[config.mk]
export PLATFORM = sky130hd
export DESIGN_NAME = chirp_gen
export DESIGN_NICKNAME = d
export VERILOG_FILES = /design/src/rtl/chirp_gen.sv
export SDC_FILE = /design/constraint.sdc
export NUM_CORES = 1
export LEC_CHECK = 0
export CAP_MARGIN = 10
export CORE_UTILIZATION = 30
export DETAILED_ROUTE_END_ITERATION = 7
export DONT_BUFFER_PORTS = 1
export HOLD_SLACK_MARGIN = 0.02
export PLACE_DENSITY_LB_ADDON = 0.3
export SYNTH_ARGS = -nofsm -noshare
export SYNTH_HDL_FRONTEND = slang
export SYNTH_SLANG_ARGS = --single-unit
[constraint.sdc]
create_clock -name clk -period 2.81 [get_ports clk]
set_clock_uncertainty 0.15 [all_clocks]
set_input_delay 0.281 -clock clk [delete_from_list [all_inputs] [get_ports clk]]
set_output_delay 0.281 -clock clk [all_outputs]
set_load 0.02 [all_outputs]
[src/rtl/chirp_gen.sv]
// chirp_gen: square-wave chirp generator.
// The half-period sweeps from P_MIN to P_MAX (mode 0) or from P_MAX to P_MIN
// (mode 1), changing by STEP once per full output cycle (high phase followed
// by low phase). The last step is clamped to the end value. At the end of a
// sweep the generator either restarts straight away (loop=1) or returns to
// IDLE with a one-cycle done pulse.
//
// Control handshake: start is a level request. It is accepted only in IDLE,
// on an edge where stop is low, and mode is captured on that same edge. While
// in RUN, start and mode are ignored. stop has priority over everything
// except reset. loop is sampled on the edge that ends a sweep.
//
// The FSM state is busy: busy is high exactly when the FSM is in RUN.
module chirp_gen #(
  parameter int WIDTH = 8,
  parameter int P_MIN = 2,
  parameter int P_MAX = 16,
  parameter int STEP  = 2
) (
  input  logic             clk,
  input  logic             asyn_rst,
  input  logic             start,
  input  logic             mode,
  input  logic             loop,
  input  logic             stop,
  output logic             out,
  output logic             busy,
  output logic             done,
  output logic [WIDTH-1:0] cur_period
);

  typedef enum logic {
    IDLE = 1'b0,
    RUN  = 1'b1
  } state_t;

  // Sweep limits at register width, and at one extra bit for the arithmetic
  // so that neither the sum nor the difference can wrap around.
  localparam logic [WIDTH-1:0] PMIN_W = WIDTH'(P_MIN);
  localparam logic [WIDTH-1:0] PMAX_W = WIDTH'(P_MAX);
  localparam logic [WIDTH:0]   PMIN_X = (WIDTH+1)'(P_MIN);
  localparam logic [WIDTH:0]   PMAX_X = (WIDTH+1)'(P_MAX);
  localparam logic [WIDTH:0]   STEP_X = (WIDTH+1)'(STEP);

  state_t           state_q, state_d;
  logic             mode_q, mode_d;
  logic [WIDTH-1:0] cnt_q, cnt_d;
  logic [WIDTH-1:0] period_d;
  logic             out_d, busy_d, done_d;

  logic [WIDTH:0]   per_x;
  logic [WIDTH:0]   up_x;
  logic [WIDTH:0]   dn_x;
  logic [WIDTH-1:0] next_period;
  logic [WIDTH-1:0] start_period;
  logic [WIDTH-1:0] end_period;
  logic             phase_end;
  logic             sweep_end;

  // Next half-period and sweep end detection, derived from the latched mode.
  always_comb begin
    per_x        = {1'b0, cur_period};
    up_x         = per_x + STEP_X;
    dn_x         = per_x - STEP_X;
    start_period = mode_q ? PMAX_W : PMIN_W;
    end_period   = mode_q ? PMIN_W : PMAX_W;
    next_period  = cur_period;
    if (mode_q == 1'b0) begin
      // Clamp at P_MAX when the step would overshoot.
      if (up_x >= PMAX_X) next_period = PMAX_W;
      else                next_period = up_x[WIDTH-1:0];
    end else begin
      // Clamp at P_MIN; the comparison is done before subtracting.
      if (per_x < (PMIN_X + STEP_X)) next_period = PMIN_W;
      else                           next_period = dn_x[WIDTH-1:0];
    end
    // The current level has been held for cur_period cycles on this edge.
    phase_end = (({1'b0, cnt_q} + 1'b1) == per_x);
    // A full cycle at the end period finishes when its low phase ends.
    sweep_end = phase_end && !out && (cur_period == end_period);
  end

  // Next-state and registered-output logic.
  always_comb begin
    state_d  = state_q;
    mode_d   = mode_q;
    cnt_d    = cnt_q;
    period_d = cur_period;
    out_d    = out;
    busy_d   = busy;
    done_d   = 1'b0;
    case (state_q)
      IDLE: begin
        out_d    = 1'b0;
        busy_d   = 1'b0;
        period_d = '0;
        cnt_d    = '0;
        if (start && !stop) begin
          state_d  = RUN;
          mode_d   = mode;
          period_d = mode ? PMAX_W : PMIN_W;
          out_d    = 1'b1;
          busy_d   = 1'b1;
        end
      end
      RUN: begin
        if (stop) begin
          // Abort: no done pulse, even on a sweep-end edge.
          state_d  = IDLE;
          out_d    = 1'b0;
          busy_d   = 1'b0;
          period_d = '0;
          cnt_d    = '0;
        end else if (phase_end) begin
          cnt_d = '0;
          if (out) begin
            out_d = 1'b0;
          end else if (sweep_end) begin
            if (loop) begin
              // Restart with no idle gap; mode stays as latched.
              period_d = start_period;
              out_d    = 1'b1;
            end else begin
              state_d  = IDLE;
              out_d    = 1'b0;
              busy_d   = 1'b0;
              period_d = '0;
              done_d   = 1'b1;
            end
          end else begin
            // The period changes only at the end of a low phase.
            period_d = next_period;
            out_d    = 1'b1;
          end
        end else begin
          cnt_d = cnt_q + 1'b1;
        end
      end
      default: begin
        state_d  = IDLE;
        out_d    = 1'b0;
        busy_d   = 1'b0;
        period_d = '0;
        cnt_d    = '0;
      end
    endcase
  end

  // State and output registers with synchronous active-low reset.
  always_ff @(posedge clk) begin
    if (!asyn_rst) begin
      state_q    <= IDLE;
      mode_q     <= 1'b0;
      cnt_q      <= '0;
      cur_period <= '0;
      out        <= 1'b0;
      busy       <= 1'b0;
      done       <= 1'b0;
    end else begin
      state_q    <= state_d;
      mode_q     <= mode_d;
      cnt_q      <= cnt_d;
      cur_period <= period_d;
      out        <= out_d;
      busy       <= busy_d;
      done       <= done_d;
    end
  end

endmodule

; After elaboration in Yosys (flattened, before gate mapping)
; Cells that the tools add are included.
[word_totals]
register_bits = 21
inputBits = 6
output_inout_bits = 11
elab_cells = 66
[op_classes]
addsub = 4
n_lt_le_gt_ge = 2
eq_ne = 6
n_mux = 34
bitwise_logic = 4
n_reduce_logical = 9
[ops]
columns = operator, n
row1 = two-way mux 8 bit, 9
row2 = one-hot mux 8 bit (2 select lines), 2
row3 = two-way mux 5 bit, 5
row4 = two-way mux 1 bit, 15
row5 = adder 8 x 1 -> 9 bit (second input constant), 1
row6 = adder 8 x 2 -> 9 bit (second input constant), 1
row7 = == test 9 x 8 -> 1 bit, 1
row8 = greater-or-equal comparator 9 x 5 -> 1 bit (second input constant), 1
row9 = adder 8 x 1 -> 8 bit (second input constant), 1
row10 = == test 8 x 5 -> 1 bit, 1
row11 = < comparator 8 x 3 -> 1 bit (second input constant), 1
row12 = subtractor 8 x 2 -> 8 bit (second input constant), 1
row13 = != test 3 x 2 -> 1 bit (second input constant), 2
row14 = != test 3 bit (second input constant), 2
row15 = one-hot mux 1 bit (2 select lines), 3
row16 = OR reduction 6 bit, 1
row17 = NOT 1 bit, 4
row18 = AND reduction 2 bit, 2
row19 = AND reduction 4 bit, 1
row20 = logical AND 1 bit, 3
row21 = logical NOT 1 bit, 2

; Depth between registers and ports, before layout
; Gate-level depths: netlist of run 1.
[depth]
word_depth = 9
mapped_depth = 8
mapped_depth_nobuf = 7

; Worst setup path before layout of run 1
; Ideal clock, no wire load.
[synth_path]
kind = reg-to-reg
start = register cnt_q[0]
end = register cur_period[3]
setup_time_ps = 70
t_arrival_ps = 2583
t_required_ps = 2590
setup_slack_ps = 7
stages_incl_launch_ff = 9
path_buffers = 1
period_less_slack_ps = 2803
cell_sequence = dfxtp_1 ha_1 and3_4 xnor3_1 a2111o_1 or4_1 buf_2 or4b_1 a21oi_1
[synth_between]
elab_chain_len = 9
word_cells_on_any_way = 11
cone_classes = add/sub (1) / eq/ne (2) / mux (5) / reduce/logical (3)
[synth_lines]
columns = element, line_no
row1 = "start, declared", 47  ; logic [WIDTH-1:0] cnt_q, cnt_d;
row2 = "start signal, assigned", 162  ; cnt_q <= cnt_d;
row3 = adder 8 x 1 -> 9 bit (*), 78  ; phase_end = (({1'b0, cnt_q} + 1'b1) == per_x);
row4 = == test 9 x 8 -> 1 bit (*), 78
row5 = logical AND 1 bit (2 in series), 80  ; sweep_end = phase_end && !out && (cur_period == end_period);
row6 = two-way mux 8 bit, 118  ; end else if (sweep_end) begin
row7 = two-way mux 8 bit, 116  ; if (out) begin
row8 = two-way mux 8 bit, 114  ; end else if (phase_end) begin
row9 = two-way mux 8 bit, 107  ; if (stop) begin
row10 = one-hot mux 8 bit (2 select lines), 92  ; case (state_q)
row11 = "end signal, assigned", 163  ; cur_period <= period_d;
row12 = "end, declared", 29  ; output logic [WIDTH-1:0] cur_period
; Every way passes the cells marked *; elsewhere a longest branch is shown, timed or not. The select of a mux whose other input is x is not followed.
; A chain may end at the register's enable or synchronous reset.

; Worst setup path in the final report of run 1
[layout_path]
start = register cnt_q[0]
end = register out
[layout_between]
elab_chain_len = 9
word_cells_on_any_way = 10
cone_classes = add/sub (1) / eq/ne (2) / mux (5) / reduce/logical (2)
[layout_lines]
columns = element, line_no
row1 = adder 8 x 1 -> 9 bit (*), 78
row2 = == test 9 x 8 -> 1 bit (*), 78
row3 = logical AND 1 bit (2 in series), 80
row4 = two-way mux 1 bit, 118
row5 = two-way mux 1 bit, 116
row6 = two-way mux 1 bit, 114
row7 = two-way mux 1 bit, 107
row8 = one-hot mux 1 bit (2 select lines), 92
row9 = "end signal, assigned", 164  ; out <= out_d;
row10 = "end, declared", 26  ; output logic out,
; Marks and branches as above.

==> results of run 1 <==
-- per-stage QoR --
step	instance area, µm²	power [µW]	worst slack, ns
after CTS	1582	653.0	0.003376
final	1588	644.1	0.1027
after floorplan	1343	344.4	0.007433
after global routing	1588	671.1	0.006166
after global placement	1493	355.1	0.09003
after detailed placement	1493	355.1	0.001132
-- sequential cells by signal, indices dropped and copies added, names as in the netlist --
name / cells
mode_q: 1
out: 1
busy: 1
state_q: 1
done: 1
cnt_q: 8
cur_period: 7
-- logic make-up (layout without fill, tap and decap cells) --
| family | count (synthesis) | count (layout) | synth area share |
|---|---|---|---|
| muxes | 4 | 4 | 0.03076 |
| and+or+nand+nor | 79 | 79 | 0.3141 |
| buffers and inverters | 19 | 31 | 0.06058 |
| other | 1 | 1 | 0.002793 |
| DFF | 20 | 20 | 0.2982 |
| AOI/OAI and AO/OA | 39 | 39 | 0.1967 |
| xor gates and xnor gates | 9 | 9 | 0.06897 |
| adders and majority gates | 3 | 3 | 0.02796 |
-- worst paths after layout --
check / cells after the start / start / endpoint
min reg2reg: 1 / state_q$_SDFF_PN0_ / out$_SDFFE_PN0P_
min: 2 / asyn_rst / busy$_SDFFE_PN0P_
max reg2reg: 9 / cnt_q[0]$_SDFF_PP0_ / out$_SDFFE_PN0P_
max: 9 / cnt_q[0]$_SDFF_PP0_ / out$_SDFFE_PN0P_
-- worst max-delay path: cells and delay by family, from the launching register on --
kind | cells | cell delay (ns)
and+or+nand+nor | 2 | 0.85
DFF | 1 | 0.32
buffers and inverters | 2 | 0.32
AOI/OAI and AO/OA | 2 | 0.48
adders and majority gates | 1 | 0.21
xor gates and xnor gates | 2 | 0.32
-- report_power, final --
part | switching [µW] | leakage (µW) | internal (µW)
sequential | 7.97 | 0.000163 | 288
combinational | 32.4 | 0.000381 | 24.1
clock | 102 | 0.0000357 | 190
total | 142 | 0.000579 | 502
-- timing repair --
| item | CTS | global route |
|---|---|---|
| endpoints found under the setup margin | 1 | 4 |
| setup buffers | 0 | 0 |
| hold endpoints to repair | 7 | 0 |
| pin swaps | 0 | 1 |
| hold buffers | 1 | 0 |
| resized for setup | 1 | 3 |
-- layout by cell type, fill, tap and decap left out, types with 4 or more instances in the layout --
master	n
nor3_1	4
o21ai_0	9
buf_4	19
or3_1	4
inv_1	7
xnor2_1	5
nor4_1	7
dfxtp_1	18
nand2_1	16
nand3_1	12
a21oi_1	6
nor2_1	15
-- routing by layer --
layer  GRT usage  part of all wire  up-vias  wire length, µm
met2      0.2597              0.46       32             1616
met4     0.03061            0.0077        0               27
li1            -                 -      656                -
met5           0                 0        -                0
met3     0.03783             0.050        2              174
met1      0.2248              0.48      608             1666
-- area by class of cell --
type                    count  area [µm²]
repair buffers             20       152.6
clock buffers               3       41.29
well taps                  50       62.56
clock inverters             1       30.03
fillers                   461        2556
inverters                   7       26.28
flip-flops and latches     20       402.9
multi-input cells         135       872.1
==> results_dict.tcl, run 1 <==
set metrics [dict create \
    synth.top_cells.by_count "dfxtp_1 (20), nand2_1 (16), nor2_1 (15)" \
    grt_pass1_vias 1184 \
    die_area_um2 4747 \
    wl_per_cell_um 14.77 \
    row_count 23 \
    status "complete, no violations" \
    slew_headroom 0.6149 \
    synth_cell_types 50 \
    synth_seq_cells 20 \
    synthTopCellsByArea "dfxtp_1 (30%), nand3_1 (4.5%), nand2_1 (4.5%)" \
    io_buffer_count 0 \
    slew_violations 0 \
    area.growth.synth_to_final_pct 18.27 \
    grt_max_degree 14 \
    hp-class "in -> reg" \
    numClockSinks 20 \
    io_pins 17 \
    stdcell_count 236 \
    tns_ns 0 \
    worst_pin_slew_ns 0.5724 \
    clockRootBuffer "clkbuf_8" \
    cp_max_fo 5 \
    num_antenna_cells 0 \
    syn_area_um2 1343 \
    synth-edff-count 0 \
    htreeDepth 1 \
    critPathSlowestCell "or4_4" \
    clock.fmax_mhz 369.4 \
    max_cap_viol_count 0 \
    setup.worst_path.class "reg -> reg" \
    via_count 1298 \
    drt_iter0_drc 87 \
    ys_warn_count 0 \
    clk_pin_slew_ns 0.08 \
    dpl.cell_count 231 \
    numCtsBuffers 3 \
    first_pass_iters 4 \
    initial_core_util 0.3240 \
    coreArea_um2 4144 \
    rsz0062_at_grt "no" \
    clock_path_buffers 2 \
    rrSetupSlack_ns 0.10 \
    die_x_um 68.90 \
    cp.required_ns 2.85 \
    synth_cells 174 \
    final_nets 196 \
    synth_nets 183 \
    path_cells "ha_1, buf_4, xnor2_1, xnor2_1, a2111o_1, or4_4, buf_4, or3b_1, a31oi_1" \
    cts_tree "yes" \
    p_leak_uw 0.0005794 \
    dpl.hpwl_um 2571 \
    viasPerCell 5.500 \
    gp_congestion 0.8108 \
    worstSetupStartpointType "flip-flop" \
    synth.most_common_cell "dfxtp_1" \
    synth_top_area_frac 0.2982 \
    grt_usage 0.1633 \
    synth-main-ff-cell "dfxtp_1" \
    drive_above_1_share 0.1882 \
    hold_slack_ns 0.03575 \
    crit_path_end_kind "flip-flop" \
    wl_um 3485 \
    async_flop_share 0 \
    postSynthAreaPerCell_um2 7.716 \
    fp.dieH_um 68.90 \
    drc 0 \
    finalHoldViolations 0 \
    grt_pass1_wl_um 5720 \
    powerDensity_nw_per_um2 405.7 \
    final_antenna_net_count 0 \
    utilization 0.3832 \
    clk_latency_ns 0.26 \
    crit_arrival_ns 2.75 \
    synth_top_cell_by_area "dfxtp_1" \
    gr-total-overflow 0 \
    setup_viol 0 \
    vdd_drop_max_mv 0.3354 \
    slowest_delay_ns 0.51 \
    fin_crit_ns 2.707 \
    fin_crit_sh 0.9634 \
    antenna_found_initial 0 \
    seq_area_frac_synth 0.2982 \
]
(Power assumes the default switching activity.)
==> inputs of run 2 (changes only) <==
--- a/config.mk
+++ b/config.mk
@@ -5,6 +5,7 @@
 export SDC_FILE = /design/constraint.sdc
 export NUM_CORES = 1
 export LEC_CHECK = 0
+export ABC_CLOCK_PERIOD_IN_PS = 2810
 export CAP_MARGIN = 10
 export CORE_UTILIZATION = 30
 export DETAILED_ROUTE_END_ITERATION = 7
==> results of run 2 <==
Same layout as run 1: the final DEF is identical, and so are final timing and power.
==> inputs of run 3 (changes only) <==
--- a/config.mk
+++ b/config.mk
@@ -10,6 +10,7 @@
 export CORE_UTILIZATION = 30
 export DETAILED_ROUTE_END_ITERATION = 7
 export DONT_BUFFER_PORTS = 1
+export GPL_TIMING_DRIVEN = 0
 export HOLD_SLACK_MARGIN = 0.02
 export PLACE_DENSITY_LB_ADDON = 0.3
 export SYNTH_ARGS = -nofsm -noshare
==> run 3 against run 2 <==
  * Total power is 15% lower
  * Via count down 3.9%
  * Register-to-register slack about the same
  * Critical endpoint is now cur_period[3]$_SDFFE_PN0P_
==> results_dict.tcl, run 3 (synthesis gave the netlist of run 1 again) <==
set metrics [dict create \
    dpl.hpwl_um 2371 \
    worst_pin_slew_ns 0.5908 \
    largest_register_ffs 8 \
    grt_pass1_vias 1078 \
    slowest_delay_ns 0.48 \
    fin_crit_ns 2.709 \
    fp.dieH_um 68.90 \
    grt_pass1_wl_um 5361 \
    final_antenna_net_count 0 \
    clock.fmax_mhz 369.2 \
    first_pass_iters 4 \
    p_leak_uw 0.0005172 \
    rrSetupSlack_ns 0.10 \
    grt_usage 0.1540 \
    finalHoldViolations 0 \
    hold_start "mode" \
    m1WireLength_um 1555 \
    vdd_drop_max_mv 0.2063 \
    coreArea_um2 4144 \
    slew_violations 0 \
    crit_path_end_kind "flip-flop" \
    fill_cells 451 \
    powerDensity_nw_per_um2 358.0 \
    regMostFlops "cnt_q" \
    area.growth.synth_to_final_pct 13.51 \
    setup.worst_path.class "reg -> reg" \
    route.met2.wl_um 1510 \
    wl_um 3285 \
    met3_length_um 178 \
    drc 0 \
    gp_congestion 0.8706 \
    worstSetupStartpointType "flip-flop" \
    drive_above_1_share 0.1547 \
    clk_pin_slew_ns 0.08 \
    stdcell_count 231 \
    cts_tree "yes" \
    reg2reg_from "cur_period[4]$_SDFFE_PN0P_" \
    reg2reg_to "cur_period[3]$_SDFFE_PN0P_" \
    cts_hold_buffers 0 \
    reg.largest.list "cnt_q (8), cur_period (7)" \
    via_count 1247 \
    worstHoldPathCells 2 \
    holdPathEnd "mode_q$_SDFFE_PN0P_" \
    r2r_cells 7 \
    viasPerCell 5.398 \
    fin_crit_sh 0.9640 \
    num_antenna_cells 0 \
    final_nets 192 \
    crit_arrival_ns 2.76 \
    highest_layer "met4" \
    htreeDepth 1 \
    path_cells "inv_1, xnor3_1, a2111o_1, or4_4, buf_6, or4b_4, a21oi_2" \
    clk_latency_ns 0.26 \
    utilization 0.3678 \
    slew_headroom 0.6025 \
    max_cap_viol_count 0 \
    cp_max_fo 7 \
    die_x_um 68.90 \
    row_count 23 \
    rsz0062_at_grt "no" \
    antenna_found_initial 0 \
    dpl.cell_count 224 \
    die_area_um2 4747 \
    numClockSinks 20 \
    clock_path_buffers 2 \
    grt_max_degree 11 \
    final_cell_mix "nand2_1 (16), dfxtp_1 (16), nor2_1 (15), nand3_1 (12), o21ai_0 (9)" \
    hold_slack_ns 0.03619 \
    numCtsBuffers 3 \
    tns_ns 0 \
    io_buffer_count 0 \
    clockRootBuffer "clkbuf_8" \
    status "complete, no violations" \
    setup_viol 0 \
    drt_iter0_drc 62 \
    hp-class "in -> reg" \
    initial_core_util 0.3240 \
    gr-total-overflow 0 \
    io_pins 17 \
    cp.required_ns 2.86 \
    wl_per_cell_um 14.22 \
    critPathSlowestCell "or4b_4" \
]
==> run 3: per-stage QoR <==
step / setup WS, ns / cell area (µm²) / power (µW)
floorplan: 0.007433 / 1343 / 344.4
global placement: -0.1898 / 1405 / 355.5
detailed placement: -0.1809 / 1405 / 354.9
CTS: 0.002130 / 1468 / 548.7
global route: 0.006634 / 1524 / 568.3
finish: 0.1012 / 1524 / 545.5
==> run 3: worst max path at each step <==
stage	endpoint	slack, ns	cells after the start	start
6_report	cur_period[3]$_SDFFE_PN0P_	0.10	7	cur_period[4]$_SDFFE_PN0P_
5_1_grt	cur_period[7]$_SDFFE_PN0P_	0.007	8	cnt_q[4]$_SDFF_PP0_
4_1_cts	cur_period[3]$_SDFFE_PN0P_	0.002	8	cnt_q[4]$_SDFF_PP0_
3_5_place_dp	cur_period[3]$_SDFFE_PN0P_	-0.18	8	cnt_q[0]$_SDFF_PP0_
3_3_place_gp	cur_period[3]$_SDFFE_PN0P_	-0.19	8	cnt_q[0]$_SDFF_PP0_
2_1_floorplan	cur_period[3]$_SDFFE_PN0P_	0.007	8	cnt_q[0]$_SDFF_PP0_
==> run 3: power breakdown <==
group	leakage, µW	switching (µW)	internal, µW
Sequential	0.000164	9.74	286
Clock	0.0000216	100	95.8
Combinational	0.000331	30.3	23.0
==> run 3: worst max-delay path: cells and delay by family (launching register included) <==
family          cells  cell delay (ns)
flops               1             0.43
simple gates        2             0.90
compound gates      2             0.55
xor+xnor            1             0.37
buf+inv             2             0.25
==> run 3: repair_timing <==
| action | CTS | global route |
|---|---|---|
| setup endpoints to repair | 16 | 6 |
| pin swaps | 1 | 4 |
| cloned | 0 | 0 |
| buffers inserted | 0 | 4 |
| resized for setup | 7 | 11 |
==> run 3: layer usage <==
metal / vias to the layer above / global-route usage
met1: 566 / 0.1957
met4: 0 / 0.03827
met3: 4 / 0.04605
li1: 652 / -
met2: 25 / 0.2524
met5: - / 0
==> run 3: layout make-up <==
| class | instances | area [µm²] | area share |
|---|---|---|---|
| plain buffers | 12 | 68.82 | 0.04516 |
| clock buffers | 3 | 41.29 | 0.02709 |
| inverters | 7 | 26.28 | 0.01724 |
| multi-input cells | 135 | 884.6 | 0.5805 |
| flip-flops and latches | 20 | 410.4 | 0.2693 |
| well taps | 50 | 62.56 | 0.04105 |
| repair buffers | 4 | 30.03 | 0.01970 |
